**config.mk**
```make
export PLATFORM = sky130hd
export DESIGN_NAME = sc_spil_fifo_reg_flat
export DESIGN_NICKNAME = d
export VERILOG_FILES = /design/src/rtl/sc_spil_fifo_reg_if.sv /design/src/rtl/sc_spil_fifo_reg.sv /design/src/flat_wrapper.sv
export SDC_FILE = /design/constraint.sdc
export NUM_CORES = 1
export LEC_CHECK = 0
export ABC_CLOCK_PERIOD_IN_PS = 15030
export CORE_MARGIN = 5
export CORE_UTILIZATION = 65
export CTS_CLUSTER_SIZE = 12
export DETAILED_ROUTE_END_ITERATION = 7
export PLACE_DENSITY = 0.94
export SKIP_CTS_REPAIR_TIMING = 1
export SYNTH_ARGS = -nofsm -noshare
export SYNTH_HDL_FRONTEND = slang
export SYNTH_SLANG_ARGS = --single-unit
```
**constraint.sdc**
```tcl
create_clock -name SYSCLK -period 15.03 [get_ports SYSCLK]
set_input_delay 4.509 -clock SYSCLK [delete_from_list [all_inputs] [get_ports SYSCLK]]
set_output_delay 4.509 -clock SYSCLK [all_outputs]
set_load 0.02 [all_outputs]
```
**src/rtl/sc_spil_fifo_reg_if.sv**
```systemverilog
`default_nettype none
// ============================================================================
//  Module   : sc_regbus_if
//  Purpose  : Register bus carrying one access per cycle. A write is any
//             non-zero byte enable on WENB. A read is RENB=1, and its data
//             returns on RDAT one cycle later.
//  Ports    : ADDR  byte address, bits [11:2] select the register
//             WENB  write byte enables (4)
//             WDAT  write data (32)
//             RENB  read enable
//             RDAT  read data (32), registered in the slave
//             WWAT/WERR/RWAT/RERR  wait/error handshakes (unused, tied 0)
//  Modports : master (bus driver), slave / regif (register block side)
//  Revision : 1.0  initial release
// ============================================================================
interface sc_regbus_if;
    logic [11:0] ADDR;
    logic [3:0]  WENB;
    logic [31:0] WDAT;
    logic        RENB;
    logic [31:0] RDAT;
    logic        WWAT;
    logic        WERR;
    logic        RWAT;
    logic        RERR;

    modport master (
        output ADDR, WENB, WDAT, RENB,
        input  RDAT, WWAT, WERR, RWAT, RERR
    );

    modport slave (
        input  ADDR, WENB, WDAT, RENB,
        output RDAT, WWAT, WERR, RWAT, RERR
    );

    modport regif (
        input  ADDR, WENB, WDAT, RENB,
        output RDAT, WWAT, WERR, RWAT, RERR
    );
endinterface
`default_nettype wire

```
**src/rtl/sc_spil_fifo_reg.sv**
```systemverilog
`default_nettype none
// ============================================================================
//  Module   : sc_spil_fifo_reg
//  Purpose  : Register block for the SPI Lite core, with TX and RX word FIFOs.
//             It issues TXSTART with TXDATA for each TX FIFO word and captures
//             RXDATA on SPICOMPLETE. It also provides auto-start streaming,
//             FIFO level thresholds, overflow/underflow status and flush.
//  Ports    : SYSCLK/SYSRSTB  clock and synchronous active-low reset
//             REGBUS          register bus (sc_regbus_if.regif)
//             INTERRUPT       |(IST & IEN)
//             CSSEL/CSEXTEND  chip select index and hold-between-words flag
//             TXSTART/TXDATA  start request and the TX FIFO head word
//             SPIBUSY/SPICOMPLETE/RXDATA  core status and received word
//             BORDER CPOL CPHA CLKDR CSSETUP CSHOLD DWIDTH  format fields
//  Revision : 1.0  initial release
// ============================================================================
module sc_spil_fifo_reg #(
    parameter int NUM_OF_CS    = 32,
    parameter int TXFIFO_DEPTH = 16,
    parameter int RXFIFO_DEPTH = 16
) (
    input  logic        SYSCLK,
    input  logic        SYSRSTB,
    sc_regbus_if.regif  REGBUS,
    output logic        INTERRUPT,
    output logic [4:0]  CSSEL,
    output logic        CSEXTEND,
    output logic        TXSTART,
    input  logic        SPIBUSY,
    input  logic        SPICOMPLETE,
    output logic [31:0] TXDATA,
    input  logic [31:0] RXDATA,
    output logic        BORDER,
    output logic        CPOL,
    output logic        CPHA,
    output logic [7:0]  CLKDR,
    output logic [3:0]  CSSETUP,
    output logic [3:0]  CSHOLD,
    output logic [8:0]  DWIDTH
);

    localparam int TXAW = $clog2(TXFIFO_DEPTH);
    localparam int RXAW = $clog2(RXFIFO_DEPTH);
    localparam int CSW  = (NUM_OF_CS > 1) ? $clog2(NUM_OF_CS) : 0;
    // CSSEL bits above what NUM_OF_CS needs are held at zero.
    localparam logic [4:0]    CS_MASK     = 5'((32'd1 << CSW) - 32'd1);
    localparam logic [TXAW:0] TX_FULL_LVL = (TXAW+1)'(TXFIFO_DEPTH);
    localparam logic [RXAW:0] RX_FULL_LVL = (RXAW+1)'(RXFIFO_DEPTH);
    localparam logic [31:0]   VERSION     = 32'h0002_0000;

    localparam logic [9:0] A_CTRL = 10'h000, A_FMT = 10'h001, A_IST = 10'h002,
                           A_IEN  = 10'h003, A_TXD = 10'h004, A_RXD = 10'h005,
                           A_FST  = 10'h006, A_THR = 10'h007, A_CFG = 10'h008,
                           A_VER  = 10'h009;

    typedef enum logic [1:0] {ST_IDLE = 2'd0, ST_REQ = 2'd1, ST_RUN = 2'd2} state_t;

    function automatic logic [31:0] f_merge(input logic [31:0] old_v,
                                            input logic [31:0] new_v,
                                            input logic [3:0]  be);
        logic [31:0] r;
        for (int i = 0; i < 4; i++) begin
            r[8*i +: 8] = be[i] ? new_v[8*i +: 8] : old_v[8*i +: 8];
        end
        return r;
    endfunction

    // ---------------------------------------------------------------- state
    state_t            state_q, state_d;
    logic [8:0]        dwidth_q, dwidth_d;
    logic              csextend_q, csextend_d;
    logic [4:0]        cssel_q, cssel_d;
    logic              txflush_q, txflush_d, rxflush_q, rxflush_d;
    logic [7:0]        clkdr_q, clkdr_d;
    logic [3:0]        cssetup_q, cssetup_d, cshold_q, cshold_d;
    logic              cpha_q, cpha_d, cpol_q, cpol_d, border_q, border_d, auto_q, auto_d;
    logic [5:0]        ien_q, ien_d;
    logic [7:0]        txthr_q, txthr_d, rxthr_q, rxthr_d;
    logic              comp_q, comp_d, txovf_q, txovf_d, rxovf_q, rxovf_d, rxunf_q, rxunf_d;
    logic [31:0]       rdat_q, rdat_d;

    logic [31:0]       tx_mem_q [TXFIFO_DEPTH];
    logic [TXAW-1:0]   tx_wp_q, tx_wp_d, tx_rp_q, tx_rp_d;
    logic [TXAW:0]     tx_lvl_q, tx_lvl_d;
    logic [31:0]       rx_mem_q [RXFIFO_DEPTH];
    logic [RXAW-1:0]   rx_wp_q, rx_wp_d, rx_rp_q, rx_rp_d;
    logic [RXAW:0]     rx_lvl_q, rx_lvl_d;

    // ---------------------------------------------------------------- decode
    logic [9:0]  w_addr;
    logic        w_wr, w_rd;
    logic        w_tx_full, w_tx_empty, w_rx_full, w_rx_empty;
    logic        w_tx_push, w_tx_pop, w_tx_ovf, w_rx_push, w_rx_pop, w_rx_unf, w_rx_ovf;
    logic        w_start_wr, w_txthr, w_rxthr;
    logic [31:0] w_ctrl_img, w_fmt_img, w_thr_img, w_ist_img, w_fst_img;
    logic [31:0] w_ctrl_m, w_fmt_m, w_thr_m, w_ien_m, w_ist_wv;
    logic [5:0]  w_ist_clr;
    logic        w_unused;

    assign w_addr     = REGBUS.ADDR[11:2];
    assign w_wr       = |REGBUS.WENB;
    assign w_rd       = REGBUS.RENB;

    assign w_tx_full  = (tx_lvl_q == TX_FULL_LVL);
    assign w_tx_empty = (tx_lvl_q == '0);
    assign w_rx_full  = (rx_lvl_q == RX_FULL_LVL);
    assign w_rx_empty = (rx_lvl_q == '0);

    // The word is handed to the core the cycle it acknowledges TXSTART.
    // A pending flush wins over every FIFO operation in its cycle.
    assign w_tx_pop   = (state_q == ST_REQ) && SPIBUSY && !w_tx_empty && !txflush_q;
    assign w_tx_push  = w_wr && (w_addr == A_TXD) && !txflush_q && (!w_tx_full || w_tx_pop);
    assign w_tx_ovf   = w_wr && (w_addr == A_TXD) && !txflush_q && w_tx_full && !w_tx_pop;
    assign w_rx_pop   = w_rd && (w_addr == A_RXD) && !w_rx_empty && !rxflush_q;
    assign w_rx_unf   = w_rd && (w_addr == A_RXD) && w_rx_empty;
    assign w_rx_push  = SPICOMPLETE && !rxflush_q && (!w_rx_full || w_rx_pop);
    assign w_rx_ovf   = SPICOMPLETE && !rxflush_q && w_rx_full && !w_rx_pop;

    assign w_start_wr = w_wr && (w_addr == A_CTRL) && REGBUS.WENB[3] && REGBUS.WDAT[31];
    assign w_txthr    = ({{(7-TXAW){1'b0}}, tx_lvl_q} <= txthr_q);
    assign w_rxthr    = (rxthr_q != 8'd0) && ({{(7-RXAW){1'b0}}, rx_lvl_q} >= rxthr_q);

    assign w_ctrl_img = {11'b0, cssel_q, 3'b0, csextend_q, 3'b0, dwidth_q};
    assign w_fmt_img  = {3'b0, auto_q, 3'b0, border_q, 6'b0, cpol_q, cpha_q,
                         cshold_q, cssetup_q, clkdr_q};
    assign w_thr_img  = {16'b0, rxthr_q, txthr_q};
    assign w_ist_img  = {26'b0, rxunf_q, rxovf_q, txovf_q, w_rxthr, w_txthr, comp_q};
    assign w_fst_img  = {12'b0, w_rx_empty, w_rx_full, w_tx_empty, w_tx_full,
                         {{(7-RXAW){1'b0}}, rx_lvl_q}, {{(7-TXAW){1'b0}}, tx_lvl_q}};

    assign w_ctrl_m   = f_merge(w_ctrl_img, REGBUS.WDAT, REGBUS.WENB);
    assign w_fmt_m    = f_merge(w_fmt_img, REGBUS.WDAT, REGBUS.WENB);
    assign w_thr_m    = f_merge(w_thr_img, REGBUS.WDAT, REGBUS.WENB);
    assign w_ien_m    = f_merge({26'b0, ien_q}, REGBUS.WDAT, REGBUS.WENB);
    assign w_ist_wv   = f_merge(32'b0, REGBUS.WDAT, REGBUS.WENB);
    assign w_ist_clr  = (w_wr && (w_addr == A_IST)) ? w_ist_wv[5:0] : 6'b0;

    assign w_unused   = ^{REGBUS.ADDR[1:0], w_ctrl_m[31:21], w_ctrl_m[15:13], w_ctrl_m[11:9],
                          w_fmt_m[31:29], w_fmt_m[27:25], w_fmt_m[23:18], w_thr_m[31:16],
                          w_ien_m[31:6], w_ist_wv[31:6]};

    // ---------------------------------------------------------------- start FSM
    always_comb begin
        state_d = state_q;
        case (state_q)
            ST_IDLE: begin
                // Auto mode re-arms from IDLE, so queued words stream back to back.
                if ((auto_q && !w_tx_empty && !SPIBUSY && !txflush_q) || (!auto_q && w_start_wr))
                    state_d = ST_REQ;
            end
            ST_REQ:  if (SPIBUSY) state_d = ST_RUN;
            ST_RUN:  if (SPICOMPLETE) state_d = ST_IDLE;
            default: state_d = ST_IDLE;
        endcase
    end

    // ---------------------------------------------------------------- FIFO pointers
    always_comb begin
        tx_wp_d  = tx_wp_q;
        tx_rp_d  = tx_rp_q;
        tx_lvl_d = tx_lvl_q;
        rx_wp_d  = rx_wp_q;
        rx_rp_d  = rx_rp_q;
        rx_lvl_d = rx_lvl_q;
        if (txflush_q) begin
            tx_wp_d  = '0;
            tx_rp_d  = '0;
            tx_lvl_d = '0;
        end else begin
            if (w_tx_push) tx_wp_d = tx_wp_q + TXAW'(1);
            if (w_tx_pop)  tx_rp_d = tx_rp_q + TXAW'(1);
            case ({w_tx_push, w_tx_pop})
                2'b10:   tx_lvl_d = tx_lvl_q + (TXAW+1)'(1);
                2'b01:   tx_lvl_d = tx_lvl_q - (TXAW+1)'(1);
                default: tx_lvl_d = tx_lvl_q;
            endcase
        end
        if (rxflush_q) begin
            rx_wp_d  = '0;
            rx_rp_d  = '0;
            rx_lvl_d = '0;
        end else begin
            if (w_rx_push) rx_wp_d = rx_wp_q + RXAW'(1);
            if (w_rx_pop)  rx_rp_d = rx_rp_q + RXAW'(1);
            case ({w_rx_push, w_rx_pop})
                2'b10:   rx_lvl_d = rx_lvl_q + (RXAW+1)'(1);
                2'b01:   rx_lvl_d = rx_lvl_q - (RXAW+1)'(1);
                default: rx_lvl_d = rx_lvl_q;
            endcase
        end
    end

    // ---------------------------------------------------------------- registers
    always_comb begin
        dwidth_d   = dwidth_q;
        csextend_d = csextend_q;
        cssel_d    = cssel_q;
        clkdr_d    = clkdr_q;
        cssetup_d  = cssetup_q;
        cshold_d   = cshold_q;
        cpha_d     = cpha_q;
        cpol_d     = cpol_q;
        border_d   = border_q;
        auto_d     = auto_q;
        ien_d      = ien_q;
        txthr_d    = txthr_q;
        rxthr_d    = rxthr_q;
        // Flush requests last exactly one cycle.
        txflush_d  = 1'b0;
        rxflush_d  = 1'b0;
        if (w_wr) begin
            case (w_addr)
                A_CTRL: begin
                    dwidth_d   = w_ctrl_m[8:0];
                    csextend_d = w_ctrl_m[12];
                    cssel_d    = w_ctrl_m[20:16] & CS_MASK;
                    txflush_d  = REGBUS.WENB[3] & REGBUS.WDAT[30];
                    rxflush_d  = REGBUS.WENB[3] & REGBUS.WDAT[29];
                end
                A_FMT: begin
                    clkdr_d   = w_fmt_m[7:0];
                    cssetup_d = w_fmt_m[11:8];
                    cshold_d  = w_fmt_m[15:12];
                    cpha_d    = w_fmt_m[16];
                    cpol_d    = w_fmt_m[17];
                    border_d  = w_fmt_m[24];
                    auto_d    = w_fmt_m[28];
                end
                A_IEN: ien_d = w_ien_m[5:0];
                A_THR: begin
                    txthr_d = w_thr_m[7:0];
                    rxthr_d = w_thr_m[15:8];
                end
                default: ;
            endcase
        end
        // Hardware set wins over a write-one-to-clear in the same cycle.
        comp_d  = (comp_q  & ~w_ist_clr[0]) | SPICOMPLETE;
        txovf_d = (txovf_q & ~w_ist_clr[3]) | w_tx_ovf;
        rxovf_d = (rxovf_q & ~w_ist_clr[4]) | w_rx_ovf;
        rxunf_d = (rxunf_q & ~w_ist_clr[5]) | w_rx_unf;

        rdat_d = rdat_q;
        if (w_rd) begin
            case (w_addr)
                A_CTRL:  rdat_d = w_ctrl_img | {SPIBUSY, txflush_q, rxflush_q, 29'b0};
                A_FMT:   rdat_d = w_fmt_img;
                A_IST:   rdat_d = w_ist_img;
                A_IEN:   rdat_d = {26'b0, ien_q};
                A_RXD:   rdat_d = w_rx_empty ? 32'h0 : rx_mem_q[rx_rp_q];
                A_FST:   rdat_d = w_fst_img;
                A_THR:   rdat_d = w_thr_img;
                A_CFG:   rdat_d = {8'h00, 8'(RXFIFO_DEPTH), 8'(TXFIFO_DEPTH), 8'(NUM_OF_CS)};
                A_VER:   rdat_d = VERSION;
                default: rdat_d = 32'h0;
            endcase
        end
    end

    always_ff @(posedge SYSCLK) begin
        if (!SYSRSTB) begin
            state_q    <= ST_IDLE;
            dwidth_q   <= '0;
            csextend_q <= 1'b0;
            cssel_q    <= '0;
            txflush_q  <= 1'b0;
            rxflush_q  <= 1'b0;
            clkdr_q    <= '0;
            cssetup_q  <= '0;
            cshold_q   <= '0;
            cpha_q     <= 1'b0;
            cpol_q     <= 1'b0;
            border_q   <= 1'b0;
            auto_q     <= 1'b0;
            ien_q      <= '0;
            txthr_q    <= '0;
            rxthr_q    <= '0;
            comp_q     <= 1'b0;
            txovf_q    <= 1'b0;
            rxovf_q    <= 1'b0;
            rxunf_q    <= 1'b0;
            rdat_q     <= '0;
            tx_wp_q    <= '0;
            tx_rp_q    <= '0;
            tx_lvl_q   <= '0;
            rx_wp_q    <= '0;
            rx_rp_q    <= '0;
            rx_lvl_q   <= '0;
        end else begin
            state_q    <= state_d;
            dwidth_q   <= dwidth_d;
            csextend_q <= csextend_d;
            cssel_q    <= cssel_d;
            txflush_q  <= txflush_d;
            rxflush_q  <= rxflush_d;
            clkdr_q    <= clkdr_d;
            cssetup_q  <= cssetup_d;
            cshold_q   <= cshold_d;
            cpha_q     <= cpha_d;
            cpol_q     <= cpol_d;
            border_q   <= border_d;
            auto_q     <= auto_d;
            ien_q      <= ien_d;
            txthr_q    <= txthr_d;
            rxthr_q    <= rxthr_d;
            comp_q     <= comp_d;
            txovf_q    <= txovf_d;
            rxovf_q    <= rxovf_d;
            rxunf_q    <= rxunf_d;
            rdat_q     <= rdat_d;
            tx_wp_q    <= tx_wp_d;
            tx_rp_q    <= tx_rp_d;
            tx_lvl_q   <= tx_lvl_d;
            rx_wp_q    <= rx_wp_d;
            rx_rp_q    <= rx_rp_d;
            rx_lvl_q   <= rx_lvl_d;
        end
    end

    // FIFO storage needs no reset; the levels qualify every read.
    always_ff @(posedge SYSCLK) begin
        if (w_tx_push) tx_mem_q[tx_wp_q] <= REGBUS.WDAT;
        if (w_rx_push) rx_mem_q[rx_wp_q] <= RXDATA;
    end

    // ---------------------------------------------------------------- outputs
    assign TXSTART     = (state_q == ST_REQ);
    assign TXDATA      = w_tx_empty ? 32'h0 : tx_mem_q[tx_rp_q];
    assign INTERRUPT   = |(w_ist_img[5:0] & ien_q);
    assign CSSEL       = cssel_q;
    assign CSEXTEND    = csextend_q;
    assign DWIDTH      = dwidth_q;
    assign CLKDR       = (clkdr_q < 8'd2) ? 8'd2 : clkdr_q;
    assign CSSETUP     = cssetup_q;
    assign CSHOLD      = cshold_q;
    assign CPHA        = cpha_q;
    assign CPOL        = cpol_q;
    assign BORDER      = border_q;
    assign REGBUS.RDAT = rdat_q;
    assign REGBUS.WWAT = 1'b0;
    assign REGBUS.WERR = 1'b0;
    assign REGBUS.RWAT = 1'b0;
    assign REGBUS.RERR = 1'b0;

endmodule
`default_nettype wire
```
**src/flat_wrapper.sv**
```systemverilog
// flat-port wrapper written by rule: the top's interface ports become plain ports
module sc_spil_fifo_reg_flat 
#(
    parameter int NUM_OF_CS    = 32,
    parameter int TXFIFO_DEPTH = 16,
    parameter int RXFIFO_DEPTH = 16
)
  (SYSCLK, SYSRSTB, INTERRUPT, CSSEL, CSEXTEND, TXSTART, SPIBUSY, SPICOMPLETE, TXDATA, RXDATA, BORDER, CPOL, CPHA, CLKDR, CSSETUP, CSHOLD, DWIDTH, REGBUS_ADDR, REGBUS_WENB, REGBUS_WDAT, REGBUS_RENB, REGBUS_RDAT, REGBUS_WWAT, REGBUS_WERR, REGBUS_RWAT, REGBUS_RERR);
  sc_regbus_if REGBUS_i ();
  input  logic SYSCLK;
  input  logic SYSRSTB;
  output logic INTERRUPT;
  output logic [4:0] CSSEL;
  output logic CSEXTEND;
  output logic TXSTART;
  input  logic SPIBUSY;
  input  logic SPICOMPLETE;
  output logic [31:0] TXDATA;
  input  logic [31:0] RXDATA;
  output logic BORDER;
  output logic CPOL;
  output logic CPHA;
  output logic [7:0] CLKDR;
  output logic [3:0] CSSETUP;
  output logic [3:0] CSHOLD;
  output logic [8:0] DWIDTH;
  input wire logic [$bits(REGBUS_i.ADDR)-1:0] REGBUS_ADDR;
  input wire logic [$bits(REGBUS_i.WENB)-1:0] REGBUS_WENB;
  input wire logic [$bits(REGBUS_i.WDAT)-1:0] REGBUS_WDAT;
  input wire logic [$bits(REGBUS_i.RENB)-1:0] REGBUS_RENB;
  output wire logic [$bits(REGBUS_i.RDAT)-1:0] REGBUS_RDAT;
  output wire logic [$bits(REGBUS_i.WWAT)-1:0] REGBUS_WWAT;
  output wire logic [$bits(REGBUS_i.WERR)-1:0] REGBUS_WERR;
  output wire logic [$bits(REGBUS_i.RWAT)-1:0] REGBUS_RWAT;
  output wire logic [$bits(REGBUS_i.RERR)-1:0] REGBUS_RERR;
  assign REGBUS_i.ADDR = REGBUS_ADDR;
  assign REGBUS_i.WENB = REGBUS_WENB;
  assign REGBUS_i.WDAT = REGBUS_WDAT;
  assign REGBUS_i.RENB = REGBUS_RENB;
  assign REGBUS_RDAT = REGBUS_i.RDAT;
  assign REGBUS_WWAT = REGBUS_i.WWAT;
  assign REGBUS_WERR = REGBUS_i.WERR;
  assign REGBUS_RWAT = REGBUS_i.RWAT;
  assign REGBUS_RERR = REGBUS_i.RERR;
  sc_spil_fifo_reg #(.NUM_OF_CS(NUM_OF_CS), .TXFIFO_DEPTH(TXFIFO_DEPTH), .RXFIFO_DEPTH(RXFIFO_DEPTH)) u_core (.SYSCLK(SYSCLK), .SYSRSTB(SYSRSTB), .REGBUS(REGBUS_i), .INTERRUPT(INTERRUPT), .CSSEL(CSSEL), .CSEXTEND(CSEXTEND), .TXSTART(TXSTART), .SPIBUSY(SPIBUSY), .SPICOMPLETE(SPICOMPLETE), .TXDATA(TXDATA), .RXDATA(RXDATA), .BORDER(BORDER), .CPOL(CPOL), .CPHA(CPHA), .CLKDR(CLKDR), .CSSETUP(CSSETUP), .CSHOLD(CSHOLD), .DWIDTH(DWIDTH));
endmodule
```
======== Yosys cells after proc, flatten, opt, wreduce, memory -nomap -nowiden ========
Memory sizes are Yosys's and may differ from the RTL's. A register that Yosys moved wholly into a read port is not among the register bits.
Cells that the tools add are included.
operators by class
  eq/ne operators ......................... 20
  $add $sub $neg .......................... 8
  reductions and logical operators ........ 61
  bitwise logic cells ..................... 17
  muxes and demuxes ....................... 20
  magnitude comparators ................... 3
operator list
  cell                   number
  $pmux W32 S9           1
  $mux W32               2
  $eq A10 B3 Y1 const B  4
  $reduce_and A3 Y1      12
  $or A21 B32 Y32        1
  $logic_and A1 B1 Y1    25
  $eq A10 B2 Y1 const B  2
  $eq A10 B4 Y1 const B  2
  $pmux W5 S2            2
  $add A4 B1 Y4 const B  4
  $mux W4                4
  $mux W6                2
  $add A5 B1 Y5 const B  2
  $eq A10 B1 Y1 const B  1
  $eq A5 B5 Y1 const B   2
  $logic_not A1 Y1       10
  $logic_not A10 Y1      1
  $logic_not A5 Y1       2
  $sub A5 B1 Y5 const B  2
  $ge A5 B8 Y1           1
  $le A5 B8 Y1           1
  $lt A8 B2 Y1 const B   1
  $mux W8                1
  $reduce_bool A8 Y1     1
  other kinds (17)       43
word-level totals
  memory bits (writable) .................. 1024
  memories ................................ 2
  output and inout port bits .............. 104
  flip-flop bits (word level) ............. 123
  word-level logic and storage cells ...... 159
memories
  name             words  bits a word  rd ports  clocked after Yosys merged registers in  wr ports  RTL line                RTL
  u_core.rx_mem_q  16     32           1         1                                        1         sc_spil_fifo_reg.sv:85  logic [31:0] rx_mem_q [RXFIFO_DEPTH];
  u_core.tx_mem_q  16     32           1         1                                        1         sc_spil_fifo_reg.sv:82  logic [31:0] tx_mem_q [TXFIFO_DEPTH];

======== Depth between registers and ports, before layout ========
Gate-level depths: netlist (run 1).
  word-level depth ........................ 8
  mapped depth ............................ 14
  gate-level depth less buffers ........... 12

======== Worst setup path before layout (run 1) ========
OpenSTA, ideal clock, no wires.
  kind .................................... input to register
  start ................................... input port REGBUS_ADDR[9]
  end ..................................... memory u_core.tx_mem_q[1][0], enable pin
  arrival ................................. 8.140 ns
  stages on the path ...................... 7
  buffers on the path ..................... 2
  path slack .............................. 6.429 ns
  cell sequence ........................... or4_1 > buf_2 > nor3_1 > and3_1 > buf_2 > nand2_1 > nor3_1
on the way
  longest elaborated chain between the ends .. 6
ends and longest elaborated chain
  item                              RTL line                 RTL
  from (decl)                       flat_wrapper.sv:27       input wire logic [$bits(REGBUS_i.ADDR)-1:0] REGBUS_ADDR;
  $eq A10 B3 Y1                     sc_spil_fifo_reg.sv:112  assign w_tx_push = w_wr && (w_addr == A_TXD) && !txflush_q && (!w_tx_full || w_tx_pop);
  $logic_and A1 B1 Y1 (3 in a row)  sc_spil_fifo_reg.sv:112
  $mux W1                           sc_spil_fifo_reg.sv:322  if (w_tx_push) tx_mem_q[tx_wp_q] <= REGBUS.WDAT;
  $mux W1 (implied by the code)     sc_spil_fifo_reg.sv:322
  to (decl)                         sc_spil_fifo_reg.sv:82
Every way passes these cells.

==> results of run 1 <==
==> power by group through the flow <==
stage               Clock (mW)  Combinational, mW  Sequential, mW
finish                    2.67              0.150            3.52
global route              2.83              0.155            3.52
CTS                       2.67              0.144            3.52
detailed placement           0              0.138            3.58
global placement             0              0.127            3.58
floorplan                    0             0.0514            3.58
==> per-layer routing <==
| layer | GRT usage (%) | up-vias | wire length [um] |
|---|---|---|---|
| met5 | 1.03 | - | 222 |
| met4 | 16.0 | 22 | 7820 |
| met3 | 9.90 | 611 | 18500 |
| met2 | 58.2 | 2755 | 66000 |
| met1 | 43.3 | 13370 | 40700 |
| li1 | - | 10039 | - |
==> final cells by class <==
cell class	instances	share of cell area, %
well taps	940	2.27
diodes	8	0.0386
clock inverters	20	0.424
repair buffers	236	4.28
flip-flops and latches	1155	64.3
clock buffers	191	6.09
multi-input cells	1054	22.4
inverters	29	0.210
==> placed cells by master (no fill, tap or decap), types with 6 or more instances in the layout <==
| master | netlist | routed |
|---|---|---|
| nand2b_1 | 9 | 9 |
| clkbuf_16 | 0 | 112 |
| dfxtp_4 | 0 | 6 |
| ha_1 | 27 | 27 |
| a21oi_1 | 94 | 94 |
| nor2_4 | 0 | 24 |
| a21o_1 | 8 | 8 |
| o21ai_0 | 33 | 33 |
| nor2b_1 | 61 | 61 |
| diode_2 | 0 | 8 |
| clkdlybuf4s50_1 | 0 | 181 |
| buf_4 | 7 | 54 |
| nor4_1 | 7 | 6 |
| edfxtp_1 | 1024 | 1024 |
| nand3_1 | 65 | 65 |
| a31oi_1 | 6 | 6 |
| clkinv_1 | 0 | 6 |
| nand2_1 | 106 | 106 |
| nand4_1 | 8 | 8 |
| a22oi_1 | 9 | 9 |
| mux2_2 | 21 | 21 |
| a22o_1 | 6 | 6 |
| clkbuf_8 | 0 | 6 |
| dfxtp_1 | 131 | 123 |
| inv_1 | 29 | 28 |
| mux2i_1 | 63 | 63 |
| xor2_1 | 7 | 7 |
| nor3_1 | 18 | 10 |
| a211oi_1 | 17 | 17 |
| nor2_1 | 93 | 69 |
| o211ai_1 | 13 | 13 |
| nor3_2 | 1 | 9 |
| clkbuf_1 | 74 | 72 |
| mux4_2 | 290 | 290 |
==> registers in the layout (all words and copies together), names as in the netlist, 5 cells and up, named ones only <==
register	count
u_core.rx_mem_q	512
u_core.tx_mem_q	512
u_core.REGBUS.RDAT	32
u_core.DWIDTH	9
u_core.clkdr_q	8
u_core.rxthr_q	8
u_core.txthr_q	8
u_core.ien_q	6
u_core.CSSEL	5
u_core.rx_lvl_q	5
u_core.tx_lvl_q	5
==> cell families (layout without fill, tap and decap cells) <==
family	after synthesis	after routing	synth area share (%)
flip-flops	1155	1155	73.4
AND/OR/NAND/NOR	405	405	4.43
multiplexers	374	374	16.3
AO/OA/AOI/OAI	230	230	3.23
buffers and inverters	174	476	1.64
adder cells (fa/ha/maj)	29	29	0.831
XOR/XNOR	12	12	0.231
other	1	12	0.00824
==> stage by stage <==
stage	util, %	power (mW)	setup WS (ps)	cells
global placement	69.6	3.71	6000	3414
finish	74.5	6.34	5140	3633
global route	74.5	6.50	4710	3627
floorplan	-	3.63	6430	2383
CTS	74.5	6.33	5010	3625
detailed placement	69.6	3.72	5890	3414
==> worst max path at each step <==
| stage | start | endpoint | depth (start not counted) |
|---|---|---|---|
| finish | flop | TXDATA[5] | 6 |
| global route | flop | TXDATA[5] | 6 |
| detailed placement | flop | TXDATA[12] | 6 |
| global placement | flop | TXDATA[5] | 6 |
| floorplan | REGBUS_ADDR[9] | u_core.tx_mem_q[1][0] | 7 |
| CTS | flop | TXDATA[5] | 6 |
==> worst register-to-register path: cells and delay by family, from the launching register on <==
kind,cells,cell delay (ps)
DFF,1,1000
AOI/OAI and AO/OA,2,710
muxes,3,1030
buffers and inverters,1,1090
==> flow_summary.json, run 1 <==
{
  "timing.max_cap.violations": 0,
  "grt_overflow": 0,
  "pwr-share-comb_pct": 2.4,
  "critPathCaptureType": "output port",
  "netlist_area_um2": 45500,
  "synth_most_common_cell": "edfxtp_1",
  "path_delay_family": "buffers and inverters",
  "cts_tree": "built",
  "slew_headroom_pct": 19.4,
  "swShare_pct": 21.2,
  "failed_checks": "DRC",
  "irDropWorstVdd_uv": 132,
  "fin_crit_sh_pct": 65.8,
  "die_area_um2": 75400,
  "fin_nets": 2702,
  "clockBufferDepth": 3,
  "crit_slowest_cell": "buf_4",
  "hold_path_class": "reg2reg",
  "crit_path_cell_trace": "buf_4 -> buf_4 -> mux4_2 -> mux4_2 -> nor2b_1 -> clkdlybuf4s50_1",
  "rrSetupSlack_ps": 11060,
  "clock_sinks": 1155,
  "io_pins": 189,
  "core_um2": 69700,
  "rsz0062_at_grt": "false",
  "ff2ff_path_depth": 6,
  "cp.arrival_ps": 5380,
  "p_int_mw": 4.99,
  "drt_iter0_drc": 4756,
  "ys_ff_latch": 1155,
  "drc": 13,
  "port_buffers": 182,
  "slew_violations": 0,
  "cpPeakStageDelay_ps": 900,
  "rows": 97,
  "n_fill_cell": 3540,
  "start_kind": "flop",
  "ff_latch_area_um2": 33400,
  "ys_types": 67,
  "hold_start": "u_core.CSHOLD[2]",
  "cts_made_buffers": 112,
  "pwr-share-seq_pct": 55.5,
  "vias": 26797,
  "hpwl_um": 69700,
  "grt_pass1_wl_um": 188000,
  "outcome": "finished, violations left",
  "p_sw_mw": 1.34,
  "die_y_um": 275,
  "hold_slack_ps": 482,
  "cp_max_fo": 50,
  "worst-setup-path-type": "reg2out",
  "synth_top_area_share_pct": 67.6,
  "setup_viol": 0,
  "final_area_um2": 51900,
  "whs_path_depth": 2,
  "max_freq_mhz": 101,
  "required_ps": 10520,
  "synthArstFlopShare_pct": 0,
  "grt_max_degree": 77,
  "start_util_pct": 65.3,
  "multiInputGateArea_um2": 11600,
  "synth.avg_cell_area_um2": 19.1,
  "fp.dieW_um": 275,
  "path_clk_slew_ps": 70,
  "synth_edf_count": 1024,
  "synthToLayoutAreaGrowth_pct": 14.1,
  "power.density_nw_per_um2": 122,
  "placed_area_um2": 48500,
  "drive_above_1_share_pct": 20.6,
  "clk_latency_ps": 720,
  "hold_viol": 0,
  "cp_num_buf_inv": 3,
  "drt-total-wl_um": 133000,
  "pwr-share-clk_pct": 42.1,
  "htree_levels": 3,
  "tightest_slew_ps": 1210,
  "hold_end": "u_core.CSHOLD[2]",
  "synthCells": 2380,
  "p_leak_nw": 15.8,
  "yosysTopAreaCell": "edfxtp_1",
  "min_period_ps": 9890,
  "netlist_top_cells_count": "edfxtp_1 (1024), mux4_2 (290), dfxtp_1 (131)",
  "synth.area.top_cells": "edfxtp_1 (68%), mux4_2 (14%), dfxtp_1 (5.8%)",
  "grt_pass1_vias": 26880,
  "antenna_found_initial": 16,
  "r2r-end": "u_core.REGBUS.RDAT[0]",
  "ant_nets": 0,
  "finalClockSkew_ps": 59.4,
  "viasPerCell": 7.38,
  "wl_per_cell_um": 36.7,
  "timing.setup.tns_ps": 0,
  "detail_route.first_pass.iterations": 8,
  "root_buffer": "clkbuf_16",
  "yosysWarnings": 0,
  "grt.total_usage_pct": 35.0,
  "yosys_most_used_dff": "edfxtp_1",
  "gp_congestion": 0.948,
  "yosysSeqAreaShare_pct": 73.4
}
(Power assumes the default switching activity.)
==> run 2: changes to the inputs <==
ABC_CLOCK_PERIOD_IN_PS = 9600   (was 15030)
CORE_UTILIZATION = 60   (was 65)
PLACE_DENSITY = 0.88   (was 0.94)
clock period = 9.6 ns   (was 15.03 ns; I/O delays follow)
==> flow_summary.json, run 2 (synthesized netlist as in run 1, its figures left out) <==
{
  "outcome": "complete, no violations",
  "ant_nets": 0,
  "hold_viol": 0,
  "clockBufferDepth": 3,
  "slew_violations": 0,
  "placed_area_um2": 48600,
  "whs_path_depth": 2,
  "vias": 25347,
  "die_y_um": 285,
  "grt_pass1_vias": 25769,
  "antenna_found_initial": 11,
  "power.density_nw_per_um2": 190,
  "max_freq_mhz": 140,
  "min_period_ps": 7170,
  "start_kind": "flop",
  "p_leak_nw": 15.8,
  "core_um2": 75600,
  "grt_pass1_wl_um": 174000,
  "grt_max_degree": 81,
  "setup_viol": 0,
  "drive_above_1_share_pct": 20.8,
  "rr_startpoint": "u_core.tx_lvl_q[1]",
  "final_area_um2": 52000,
  "hold_start": "u_core.rxthr_q[3]",
  "timing.max_cap.violations": 0,
  "slew_headroom_pct": 18.5,
  "grt.total_usage_pct": 29.1,
  "cts_made_buffers": 111,
  "layout_common_cells": "edfxtp_1 (1024), mux4_2 (290), clkdlybuf4s50_1 (181), dfxtp_1 (123), clkbuf_16 (114)",
  "pwr-share-seq_pct": 55.8,
  "gp_congestion": 0.870,
  "tightest_slew_ps": 1220,
  "finalClockSkew_ps": 73.8,
  "cts_tree": "built",
  "rsz0062_at_grt": "false",
  "swShare_pct": 20.4,
  "final_common_cell": "edfxtp_1",
  "power_mw": 9.87,
  "cpMostUsedCell": "mux4_2",
  "drc": 0,
  "io_pins": 189,
  "required_ps": 6720,
  "worst-setup-path-type": "reg2out",
  "ff2ff_path_depth": 12,
  "p_sw_mw": 2.01,
  "port_buffers": 182,
  "hold_path_class": "reg2reg",
  "root_buffer": "clkbuf_16",
  "setup_slack_ps": 2430,
  "r2r-end": "u_core.tx_lvl_q[4]",
  "crit_path_cell_trace": "buf_4 -> mux4_2 -> mux4_2 -> nor2b_1 -> clkdlybuf4s50_1",
  "synthToLayoutAreaGrowth_pct": 14.3,
  "cpPeakStageDelay_ps": 970,
  "wl_per_cell_um": 32.3,
  "rrSetupSlack_ps": 6100,
  "die_area_um2": 81400,
  "p_int_mw": 7.86,
  "detail_route.first_pass.iterations": 8,
  "start_util_pct": 60.2,
  "fp.dieW_um": 285,
  "timing.setup.tns_ps": 0,
  "dp_slack_ps": 2710,
  "fin_crit_sh_pct": 74.7,
  "irDropWorstVdd_uv": 164,
  "viasPerCell": 6.91,
  "drt_iter0_drc": 3982,
  "fin_util_pct": 68.8,
  "n_fill_cell": 4311,
  "pwr-share-clk_pct": 41.9,
  "cp.arrival_ps": 4290,
  "hpwl_um": 64800,
  "hold_end": "u_core.rxthr_q[3]",
  "path_clk_slew_ps": 60,
  "pwr-share-comb_pct": 2.3,
  "htree_levels": 3,
  "grt_overflow": 0,
  "clk_latency_ps": 710,
  "critPathCaptureType": "output port",
  "crit_slowest_cell": "buf_4",
  "rows": 101,
  "drt-total-wl_um": 118000,
  "clock_sinks": 1155,
  "cp_max_fo": 76,
  "fin_nets": 2702
}
==> run 2: changes by cell type in the layout (fill, tap and decap cells not counted), sizes merged <==
cell,previous run,this run
clkinv,15,11
buf,55,56
diode,8,10
clkinvlp,2,0
inv,32,31
==> run 2: critical path: cells and delay by family, from the launching register on <==
family,cells,cell delay (ps)
buffers and inverters,2,1610
muxes,2,940
DFF,1,830
and+or+nand+nor,1,210
==> run 2: area by class of cell <==
cell class	instances	area (um2)	area share, %
antenna	10	25.0	0.0481
timing repair buffer	237	2240	4.31
clock buffer	191	3250	6.25
sequential	1155	33400	64.2
clock inverter	13	144	0.277
multi-input combinational	1054	11600	22.3
tap	978	1220	2.35
inverter	29	109	0.209
==> run 2: worst max path at each step <==
stage | startpoint | cells past startpoint | end | slack, ps
6_report | flop | 5 | TXDATA[3] | 2430
2_1_floorplan | REGBUS_ADDR[9] | 7 | u_core.tx_mem_q[1][0] | 2630
4_1_cts | flop | 5 | TXDATA[7] | 2420
3_3_place_gp | REGBUS_ADDR[9] | 12 | u_core.tx_lvl_q[4] | 2800
5_1_grt | flop | 5 | TXDATA[8] | 2240
3_5_place_dp | REGBUS_ADDR[9] | 12 | u_core.tx_lvl_q[4] | 2710
==> run 2: metal layers <==
layer	global-route usage [%]	vias up	wire length (um)
met1	37.6	12890	39700
met3	7.94	365	14700
li1	-	10051	-
met4	9.52	10	4340
met2	48.7	2031	59700
met5	0	-	75
==> run 2: power groups by stage <==
stage	sequential [mW]	combinational, mW	clock [mW]
after detailed placement	5.61	0.214	0
after global routing	5.50	0.238	4.42
after global placement	5.61	0.199	0
final	5.51	0.225	4.14
after floorplan	5.61	0.0804	0
after CTS	5.50	0.220	4.16
==> run 2: through the flow <==
| step | instances | hold slack (ps) |
|---|---|---|
| floorplan | 2383 | 445 |
| global placement | 3453 | 459 |
| detailed placement | 3453 | 470 |
| CTS | 3657 | 482 |
| global route | 3660 | 492 |
| finish | 3667 | 487 |
